==> src/rtl/button_debounce.sv <==
// -----------------------------------------------------------------------------
// button_debounce
//
// Per-channel debouncer for raw, bouncy, active-low push buttons. Each channel
// has a two-flop synchronizer, a four-state debounce FSM, and an optional
// auto-repeat generator that keeps emitting press pulses while the button is
// held.
//
// Parameters
//   BTN_COUNT    number of independent channels (bit 0 = up, bit 1 = down)
//   DEBOUNCE     debounce window is 2**DEBOUNCE clock cycles
//   REPEAT_DELAY cycles held before the first auto-repeat pulse
//   REPEAT_RATE  cycles between subsequent auto-repeat pulses
//   REPEAT_EN    1 = auto-repeat while held, 0 = one press per physical press
//
// Ports
//   clk           system clock, all state on the rising edge
//   rst           asynchronous active-high reset
//   btn_n         raw asynchronous buttons, active-low
//   level_n       debounced level, active-low
//   press         one-cycle pulse per debounced press and per auto-repeat
//   release_pulse one-cycle pulse per debounced release ("release" itself is a
//                 reserved word in SystemVerilog, hence the suffix)
// -----------------------------------------------------------------------------
module button_debounce #(
  parameter int          BTN_COUNT    = 2,
  parameter int          DEBOUNCE     = 21,
  parameter logic [23:0] REPEAT_DELAY = 24'd12_000_000,
  parameter logic [23:0] REPEAT_RATE  = 24'd3_000_000,
  parameter bit          REPEAT_EN    = 1'b1
) (
  input  logic                 clk,
  input  logic                 rst,
  input  logic [BTN_COUNT-1:0] btn_n,
  output logic [BTN_COUNT-1:0] level_n,
  output logic [BTN_COUNT-1:0] press,
  output logic [BTN_COUNT-1:0] release_pulse
);

  typedef enum logic [1:0] {
    ST_RELEASED   = 2'd0,
    ST_DB_PRESS   = 2'd1,
    ST_PRESSED    = 2'd2,
    ST_DB_RELEASE = 2'd3
  } state_t;

  localparam logic [DEBOUNCE-1:0] DB_LOAD    = {DEBOUNCE{1'b1}};
  localparam logic [DEBOUNCE-1:0] DB_ZERO    = {DEBOUNCE{1'b0}};
  localparam logic [DEBOUNCE-1:0] DB_ONE     = DEBOUNCE'(1'b1);
  localparam logic [23:0]         RPT_ZERO   = 24'd0;
  localparam logic [23:0]         RPT_ONE    = 24'd1;
  localparam logic [23:0]         DELAY_LOAD = REPEAT_DELAY - 24'd1;
  localparam logic [23:0]         RATE_LOAD  = REPEAT_RATE - 24'd1;

  for (genvar i = 0; i < BTN_COUNT; i++) begin : g_ch
    logic                meta_r;
    logic                sync_r;
    state_t              state_r;
    logic [DEBOUNCE-1:0] db_cnt_r;
    logic [23:0]         rpt_cnt_r;
    logic                level_n_r;
    logic                press_r;
    logic                release_r;

    // Two-flop synchronizer; idles at 1 (not pressed) out of reset.
    always_ff @(posedge clk or posedge rst) begin
      if (rst) begin
        meta_r <= 1'b1;
        sync_r <= 1'b1;
      end else begin
        meta_r <= btn_n[i];
        sync_r <= meta_r;
      end
    end

    // Debounce FSM with auto-repeat; outputs are registered alongside state.
    always_ff @(posedge clk or posedge rst) begin
      if (rst) begin
        state_r   <= ST_RELEASED;
        db_cnt_r  <= DB_ZERO;
        rpt_cnt_r <= RPT_ZERO;
        level_n_r <= 1'b1;
        press_r   <= 1'b0;
        release_r <= 1'b0;
      end else begin
        // Pulses are single-cycle unless a branch below re-asserts them.
        press_r   <= 1'b0;
        release_r <= 1'b0;
        case (state_r)
          ST_RELEASED: begin
            if (!sync_r) begin
              state_r  <= ST_DB_PRESS;
              db_cnt_r <= DB_LOAD;
            end else begin
              state_r  <= ST_RELEASED;
            end
          end

          ST_DB_PRESS: begin
            if (sync_r) begin
              // Glitch shorter than the window: silently drop it.
              state_r <= ST_RELEASED;
            end else if (db_cnt_r != DB_ZERO) begin
              db_cnt_r <= db_cnt_r - DB_ONE;
            end else begin
              state_r   <= ST_PRESSED;
              press_r   <= 1'b1;
              level_n_r <= 1'b0;
              rpt_cnt_r <= DELAY_LOAD;
            end
          end

          ST_PRESSED: begin
            if (sync_r) begin
              // Repeat counter is frozen while the release is being qualified
              // so a bounce back to pressed resumes the repeat timing.
              state_r  <= ST_DB_RELEASE;
              db_cnt_r <= DB_LOAD;
            end else if (REPEAT_EN) begin
              if (rpt_cnt_r == RPT_ZERO) begin
                press_r   <= 1'b1;
                rpt_cnt_r <= RATE_LOAD;
              end else begin
                rpt_cnt_r <= rpt_cnt_r - RPT_ONE;
              end
            end else begin
              rpt_cnt_r <= rpt_cnt_r;
            end
          end

          ST_DB_RELEASE: begin
            if (!sync_r) begin
              state_r <= ST_PRESSED;
            end else if (db_cnt_r != DB_ZERO) begin
              db_cnt_r <= db_cnt_r - DB_ONE;
            end else begin
              state_r   <= ST_RELEASED;
              level_n_r <= 1'b1;
              release_r <= 1'b1;
            end
          end

          default: begin
            state_r   <= ST_RELEASED;
            db_cnt_r  <= DB_ZERO;
            rpt_cnt_r <= RPT_ZERO;
            level_n_r <= 1'b1;
          end
        endcase
      end
    end

    assign level_n[i]       = level_n_r;
    assign press[i]         = press_r;
    assign release_pulse[i] = release_r;
  end

endmodule

==> config.mk <==
export PLATFORM = sky130hd
export DESIGN_NAME = button_debounce
export DESIGN_NICKNAME = d
export VERILOG_FILES = /design/src/rtl/button_debounce.sv
export SDC_FILE = /design/constraint.sdc
export NUM_CORES = 1
export LEC_CHECK = 0
export ABC_AREA = 1
export BUFFER_PORTS_ARGS = -buffer_cell sky130_fd_sc_hd__buf_2
export CAP_MARGIN = 30
export CORE_UTILIZATION = 50
export DETAILED_ROUTE_END_ITERATION = 7
export GPL_ROUTABILITY_DRIVEN = 0
export GPL_TIMING_DRIVEN = 1
export PLACE_DENSITY = 0.66
export SLEW_MARGIN = 20
export SYNTH_ARGS = -nofsm -noshare
export SYNTH_HDL_FRONTEND = slang
export SYNTH_SLANG_ARGS = --single-unit
==> constraint.sdc <==
create_clock -name clk -period 10.6 [get_ports clk]
set_input_delay 2.12 -clock clk [delete_from_list [all_inputs] [get_ports clk]]
set_output_delay 2.12 -clock clk [all_outputs]
set_load 0.05 [all_outputs]
; ---- Yosys cells after proc, flatten, opt, wreduce, memory -nomap -nowiden
; Index checks and enable logic that the tools add are counted.
[totals]
ff_bits = 104
inputBits = 4
output_inout_bits = 6
word_cells = 122
[classes]
addsub = 4
n_eq_ne = 24
n_mux = 60
n_reduce_logical = 18
[ops]
columns = operator, count
row1 = 21-bit 2-to-1 mux, 10
row2 = 24-bit 2-to-1 mux, 8
row3 = 21-bit case mux with 4 select lines, 2
row4 = 24-bit case mux with 2 select lines, 2
row5 = 24-bit logical NOT, 2
row6 = 24-bit by 1-bit subtractor with 24-bit output (second input constant), 2
row7 = 21-bit nonzero test, 2
row8 = 21-bit by 1-bit subtractor with 21-bit output (second input constant), 2
row9 = 2-bit inequality test (second input constant), 14
row10 = 1-bit 2-to-1 mux, 22
row11 = 2-bit 2-to-1 mux, 10
row12 = 2-bit case mux with 4 select lines, 2
row13 = 4-bit AND reduction, 4
row14 = 3-bit inequality test (second input constant), 4
row15 = 5-bit AND reduction, 2
row16 = 2-bit == test (second input constant), 4
row17 = 1-bit case mux with 2 select lines, 4
row18 = 2-bit nonzero test, 4
row19 = 3-bit AND reduction, 2
row20 = 2-bit by 1-bit == test with 1-bit output (second input constant), 2
row21 = 2-bit logical NOT, 2

; ---- Logic depth before layout (Yosys ltp)
; Gate-level depths: netlist of the first run.
[logic_depth]
ltp_word = 4
mapped_depth = 13
depth_no_buf = 11

; ---- Worst setup path after synthesis of the first run
; OpenSTA, ideal clock, no wires.
[synth_timing]
kind = reg-to-output
start = register g_ch[0].level_n_r
end = output level_n[0]
t_arrival_ps = 683
path_slack_ps = 7797
stages_incl_launch_ff = 2
path_cell_list = dfstp_2 > buf_4
[synth_rtl]
columns = element, line_no
row1 = from (decl), 61  ; logic level_n_r;
row2 = from (signal assigned), 82  ; level_n_r <= 1'b1;
row3 = from (signal assigned), 108  ; level_n_r <= 1'b0;
row4 = from (signal assigned), 138  ; level_n_r <= 1'b1;
row5 = to (decl), 35  ; output logic [BTN_COUNT-1:0] level_n,
; No word-level cell between the ends.

; ---- Worst setup path in the final report of the first run
[layout_timing]
start = register g_ch[1].level_n_r
end = output level_n[1]
[layout_rtl]
columns = element, line_no
row1 = from (decl), 61
row2 = from (signal assigned), 82
row3 = from (signal assigned), 108
row4 = from (signal assigned), 138
; No word-level cell between the ends.

==> results of run 1 <==
logic make-up (layout without fill, tap and decap cells):
family / count (synthesis) / count (layout) / synth area share
buffers and inverters: 123 / 126 / 0.0818
adder cells (fa/ha/maj): 16 / 16 / 0.0285
AND/OR/NAND/NOR: 613 / 613 / 0.374
AO/OA/AOI/OAI: 115 / 115 / 0.104
flip-flops: 104 / 104 / 0.372
XOR/XNOR: 32 / 32 / 0.0399
flip-flops by register name, summed over array words and instances (netlist names), named ones only:
register        cells
g_ch.state_r        2
g_ch.level_n_r      2
g_ch.rpt_cnt_r     48
g_ch.release_r      2
g_ch.press_r        2
g_ch.db_cnt_r      42
g_ch.sync_r         2
g_ch.meta_r         2
synthesized netlist by cell type, drive strengths merged:
cell / number
a211oi: 1
a21boi: 2
a21oi: 14
buf: 23
clkbuf: 1
clkinv: 1
dfrtp: 98
dfstp: 6
ha: 16
inv: 98
nand2: 294
nand3: 90
nand3b: 7
nand4: 19
nor2: 191
nor3: 8
nor4b: 1
o21a: 1
o21ai: 93
o21bai: 4
or2: 3
xnor2: 19
xor2: 13
final cells by class:
cell class | count | area, um^2
fillers | 1382 | 6040
multi-input cells | 776 | 3840
flip-flops and latches | 104 | 2610
inverters | 99 | 377
clock buffers | 10 | 239
well taps | 176 | 220
repair buffers | 11 | 80.1
clock inverters | 6 | 47.5
how the worst max path moves through the flow:
stage	startpoint	endpoint	slack (ps)	cells after the start
final	g_ch[1].level_n_r$_DFFE_PP1P_	level_n[1]	7300	1
after global routing	g_ch[1].level_n_r$_DFFE_PP1P_	level_n[1]	7290	1
after CTS	g_ch[1].level_n_r$_DFFE_PP1P_	level_n[1]	7300	1
after detailed placement	rst	g_ch[1].sync_r$_DFF_PP1_	7400	4
after global placement	rst	g_ch[1].rpt_cnt_r[20]$_DFFE_PP0P_	7100	3
after floorplan	rst	async pin	5760	1
metal layers:
metal | vias up | global-route usage
met5 | - | 0
met4 | 0 | 0.0702
met3 | 13 | 0.0377
met2 | 89 | 0.376
met1 | 2764 | 0.311
li1 | 3203 | -
power groups by stage:
stage               clock network, mW  logic [mW]  registers [mW]
CTS                             0.342       0.861           0.715
finish                          0.331       0.852           0.715
global route                    0.351       0.996           0.740
detailed placement                  0       0.859           0.719
global placement                    0       0.838           0.718
floorplan                           0       0.754           0.674
layout by cell type (no fill, tap or decap), drive strengths merged, types with 8 or more instances in the layout:
master / instances
xnor2: 19
nor3: 8
buf: 11
ha: 16
xor2: 13
a21oi: 14
inv: 101
nor2: 191
nand3: 90
dfrtp: 98
nand4: 19
nand2: 294
clkbuf: 10
o21ai: 93
==> impl_metrics.json, run 1 <==
{
  "path_max_fanout": 2,
  "worstSetupStartpointType": "flop",
  "fp.dieW_um": 121,
  "first_iter_violations": 441,
  "dp_cells": 1166,
  "highest_layer": "met4",
  "rsz0062_at_grt": "no",
  "antenna_found_initial": 0,
  "crit_type": "reg2out",
  "htreeDepth": 3,
  "grt_pass1_vias": 5714,
  "die-height_um": 121,
  "r2r_slack_ps": 7730,
  "hold_slack_ps": 369,
  "hold_depth": 0,
  "yosys.cell_types.count": 40,
  "fmax_mhz": 303,
  "required_ps": 8480,
  "synth_top_cell_by_area": "dfrtp_1",
  "p_int_mw": 1.01,
  "place_hpwl_um": 11100,
  "p_seq_frac": 0.377,
  "slowest_delay_ps": 550,
  "cts_setup_buffers": 0,
  "hold_buffers": 0,
  "layout_min_cycle_time_ps": 3300,
  "drtPass1Iterations": 5,
  "drt.antenna.violating_nets": 0,
  "power_density_mw_per_mm2": 256,
  "drcViolationCount": 0,
  "final_area_mm2": 0.00741,
  "synth_top_area_frac": 0.349,
  "clockBufferDepth": 2,
  "start_util": 0.522,
  "path_buf_inv": 1,
  "leakage_nw": 3.33,
  "relSlewSlack": 0.485,
  "yosys_register_bits": 104,
  "combinationalPowerShare": 0.449,
  "maxSlewViolCount": 0,
  "via_per_inst": 5.13,
  "cts_made_buffers": 9,
  "path_cells": "buf_2",
  "ys_seq_area_frac": 0.372,
  "swShare": 0.466,
  "syn-num-nets": 1023,
  "drive_gt1_frac": 0.102,
  "io_buffers": 9,
  "synth_area_leaders": "dfrtp_1, nand2_1, nor2_1",
  "ios": 10,
  "reg2reg_to": "g_ch[1].db_cnt_r[4]$_DFFE_PP0P_",
  "grt_pass1_wl_um": 26600,
  "p_switching_uw": 886,
  "core_area_mm2": 0.0135,
  "cpLargestDelayFamily": "flip-flops",
  "total_power_mw": 1.90,
  "finalWorstSetupSlack_ps": 7300,
  "clock-sinks": 104,
  "final_cells": 1182,
  "ir_drop_mv": 0.136,
  "wl_per_cell_um": 12.8,
  "setup_viol": 0,
  "wl_met2_um": 6840,
  "wl_met1_um": 7600,
  "synth_cells": 1003,
  "synth.cell_area_mm2": 0.00702,
  "met3_wirelength_um": 524,
  "status": "complete, no violations",
  "fin_util": 0.551,
  "tns_ps": 0,
  "cts.clk_slew.worst_paths_ps": 80,
  "place_ws_ps": 7400,
  "clk_latency_ps": 370,
  "pwr-share-clk": 0.174,
  "rr_worst_depth": 8,
  "grt_max_degree": 57,
  "grt_overflow": 0,
  "nNetsFinal": 1021,
  "fin_skew_ps": 10.8,
  "r2r-start": "g_ch[1].state_r[0]$_DFFE_PP0P_",
  "min_from": "g_ch[0].meta_r$_DFF_PP1_",
  "diodes": 0,
  "wl_um": 15200,
  "vias": 6069,
  "syn2layout_area_growth_pct": 5.54,
  "die_area_mm2": 0.0145,
  "maxCapViolations": 0,
  "yosysWarnings": 0,
  "synth_area_per_cell_um2": 7.00,
  "cts_resized": 0,
  "worst_slew_pin_slew_ps": 772,
  "cts_tree": "built",
  "rows": 42,
  "critPathArrivalTime_ps": 1180,
  "hold_path_class": "reg2reg",
  "final_hold_viol_count": 0,
  "period_share": 0.311,
  "grt_use_total": 0.229,
  "place_area_mm2": 0.00712,
  "hold_end": "g_ch[0].sync_r$_DFF_PP1_",
  "crit_path_end_kind": "output pin",
  "critPathSlowestCell": "dfstp_2",
  "root_buffer": "clkbuf_16"
}
(Power assumes the default switching activity.)
==> run 2: changes to the inputs <==
--- a/config.mk
+++ b/config.mk
@@ -5,14 +5,14 @@
 export SDC_FILE = /design/constraint.sdc
 export NUM_CORES = 1
 export LEC_CHECK = 0
-export ABC_AREA = 1
+export ABC_AREA = 0
 export BUFFER_PORTS_ARGS = -buffer_cell sky130_fd_sc_hd__buf_2
 export CAP_MARGIN = 30
 export CORE_UTILIZATION = 50
 export DETAILED_ROUTE_END_ITERATION = 7
 export GPL_ROUTABILITY_DRIVEN = 0
 export GPL_TIMING_DRIVEN = 1
-export PLACE_DENSITY = 0.66
+export PLACE_DENSITY = 0.68
 export SLEW_MARGIN = 20
 export SYNTH_ARGS = -nofsm -noshare
 export SYNTH_HDL_FRONTEND = slang
==> constraint.sdc (replaced) <==
create_clock -name clk -period 2.73 [get_ports clk]
set_input_delay 0.546 -clock clk [delete_from_list [all_inputs] [get_ports clk]]
set_output_delay 0.546 -clock clk [all_outputs]
set_load 0.05 [all_outputs]
==> impl_metrics.json, run 2 <==
{
  "diodes": 0,
  "final_area_mm2": 0.00673,
  "vias": 5276,
  "required_ps": 2950,
  "hold_end": "g_ch[0].meta_r$_DFF_PP1_",
  "reg2reg_to": "g_ch[1].rpt_cnt_r[18]$_DFFE_PP0P_",
  "synth_area_per_cell_um2": 9.07,
  "critPathArrivalTime_ps": 2840,
  "crit_type": "reg2reg",
  "hold_depth": 1,
  "async_reset_ff_frac": 1.00,
  "start_util": 0.521,
  "htreeDepth": 3,
  "fmax_mhz": 381,
  "worst_slew_pin_slew_ps": 823,
  "die-height_um": 112,
  "syn-num-nets": 687,
  "power_density_mw_per_mm2": 797,
  "core_area_mm2": 0.0116,
  "place_area_mm2": 0.00641,
  "yosys_register_bits": 104,
  "top_usage_layer": "met2",
  "rsz0062_at_grt": "no",
  "cts_tree": "built",
  "largestRegisters": "g_ch.rpt_cnt_r: 48 flops, g_ch.db_cnt_r: 42 flops",
  "clock-sinks": 104,
  "maxCapViolations": 0,
  "status": "complete, no violations",
  "hold_path_class": "in2reg",
  "r2r-start": "g_ch[1].db_cnt_r[12]$_DFFE_PP0P_",
  "largest_reg_flops": 48,
  "drcViolationCount": 0,
  "r2r_slack_ps": 110,
  "grt_overflow": 0,
  "path_max_fanout": 12,
  "grt_use_met1": 0.321,
  "synth_commonest_cells": "dfrtp_1, o21ai_0, nor2_1",
  "nNetsFinal": 709,
  "fin_skew_ps": 8.67,
  "die_area_mm2": 0.0125,
  "nFillCells": 1023,
  "synth_top_flop_cell": "dfrtp_1",
  "ios": 10,
  "antenna_found_initial": 0,
  "wl_um": 13700,
  "met2_usage": 0.381,
  "root_buffer": "clkbuf_16",
  "io_buffers": 9,
  "drt.antenna.violating_nets": 0,
  "rows": 39,
  "leakage_nw": 2.57,
  "synth.cell_area_mm2": 0.00605,
  "relSlewSlack": 0.451,
  "rr_worst_depth": 5,
  "grt_max_degree": 105,
  "yosysMostFrequentCell": "dfrtp_1",
  "synth_cells": 667,
  "place_hpwl_um": 9260,
  "fin_util": 0.580,
  "clk_latency_ps": 360,
  "worstSetupStartpointType": "flop",
  "synth_edf_count": 0,
  "clockBufferDepth": 2,
  "grt_use_met3": 0.0517,
  "layout_min_cycle_time_ps": 2620,
  "syn2layout_area_growth_pct": 11.3,
  "ir_drop_mv": 0.455,
  "drive_gt1_frac": 0.135,
  "maxSlewViolCount": 0,
  "final_hold_viol_count": 0,
  "synth_top_area_frac": 0.405,
  "hold_buffers": 0,
  "synth_top_cell_by_area": "dfrtp_1",
  "period_share": 0.961,
  "cts.clk_slew.worst_paths_ps": 70,
  "drtPass1Iterations": 5,
  "crit_path_end_kind": "flop",
  "synth_area_leaders": "dfrtp_1, o21ai_0, ha_1",
  "grt_use_total": 0.236,
  "top_register": "g_ch.rpt_cnt_r",
  "via_per_inst": 6.30,
  "yosys.cell_types.count": 68,
  "grt_pass1_vias": 5033,
  "setup_viol": 0,
  "fp.dieW_um": 112,
  "layout_common_cells": "dfrtp_1, o21ai_0, nor2_1, nand2_1, a21oi_1",
  "min_from": "btn_n[0]",
  "cts_made_buffers": 9,
  "wl_per_cell_um": 16.4,
  "grt_pass1_wl_um": 24000,
  "yosysWarnings": 0,
  "final_common_cell": "dfrtp_1",
  "ys_seq_area_frac": 0.431,
  "first_iter_violations": 374
}
[run 2: area by class of cell]
cell class                 count  area [um^2]  area share
timing repair buffer          45          353      0.0524
inverter                      28          109      0.0162
multi-input combinational    501         3190       0.474
sequential                   104         2610       0.388
tap                          143          179      0.0266
clock buffer                  10          229      0.0340
clock inverter                 6         60.1     0.00892
[run 2: logic make-up (layout without fill, tap and decap cells)]
| group | after synthesis | after routing | synth area share |
|---|---|---|---|
| XOR/XNOR | 7 | 7 | 0.0101 |
| flip-flops | 104 | 104 | 0.431 |
| AND/OR/NAND/NOR | 268 | 268 | 0.244 |
| buffers and inverters | 62 | 89 | 0.0459 |
| AO/OA/AOI/OAI | 207 | 207 | 0.230 |
| adder cells (fa/ha/maj) | 16 | 16 | 0.0331 |
| multiplexers | 3 | 3 | 0.00517 |
[run 2: repair_timing]
action | CTS | global route
setup buffers | 1 | 0
resized for setup | 2 | 3
pin swaps | 1 | 2
endpoints found under the setup margin | 3 | 15
gates cloned | 0 | 0
[run 2: layer usage]
layer	vias to the layer above	wire, um
met5	-	0
met4	0	170
met3	18	519
met2	98	6490
met1	2588	6550
li1	2572	-
[run 2: worst max path at each step]
stage,startpoint,endpoint,cells after the start
2_1_floorplan,g_ch[1].db_cnt_r[12]$_DFFE_PP0P_,g_ch[1].rpt_cnt_r[9]$_DFFE_PP0P_,8
3_3_place_gp,g_ch[0].db_cnt_r[0]$_DFFE_PP0P_,g_ch[0].rpt_cnt_r[4]$_DFFE_PP0P_,7
3_5_place_dp,g_ch[0].db_cnt_r[0]$_DFFE_PP0P_,g_ch[0].rpt_cnt_r[4]$_DFFE_PP0P_,7
4_1_cts,g_ch[1].db_cnt_r[11]$_DFFE_PP0P_,g_ch[1].rpt_cnt_r[2]$_DFFE_PP0P_,7
5_1_grt,g_ch[1].rpt_cnt_r[16]$_DFFE_PP0P_,g_ch[1].rpt_cnt_r[2]$_DFFE_PP0P_,5
6_report,g_ch[1].db_cnt_r[12]$_DFFE_PP0P_,g_ch[1].rpt_cnt_r[18]$_DFFE_PP0P_,5
[run 2: worst max-delay path, stage by stage, from the launching register on]
cell and delay (ps):
dfrtp_1 400, or4_4 560, or4_4 560, o31a_1 460, o41ai_1 400, o31ai_1 120
[run 2: power by group]
group	switching, mW	total, mW	internal [mW]
Clock	0.591	1.30	0.707
Combinational	1.17	1.96	0.782
Sequential	0.316	2.11	1.79
[run 2: metrics by stage]
| step | hold slack (ps) | setup TNS, ps | worst slack [ps] | total power, mW | instances |
|---|---|---|---|---|---|
| global route | 264 | 0 | 0.913 | 5.73 | 837 |
| global placement | 345 | 0 | 109 | 3.97 | 819 |
| floorplan | 345 | 0 | 32.0 | 3.44 | 667 |
| detailed placement | 347 | -26.7 | -24.8 | 4.05 | 820 |
| finish | 280 | 0 | 107 | 5.36 | 837 |
| CTS | 274 | 0 | 15.5 | 5.37 | 837 |
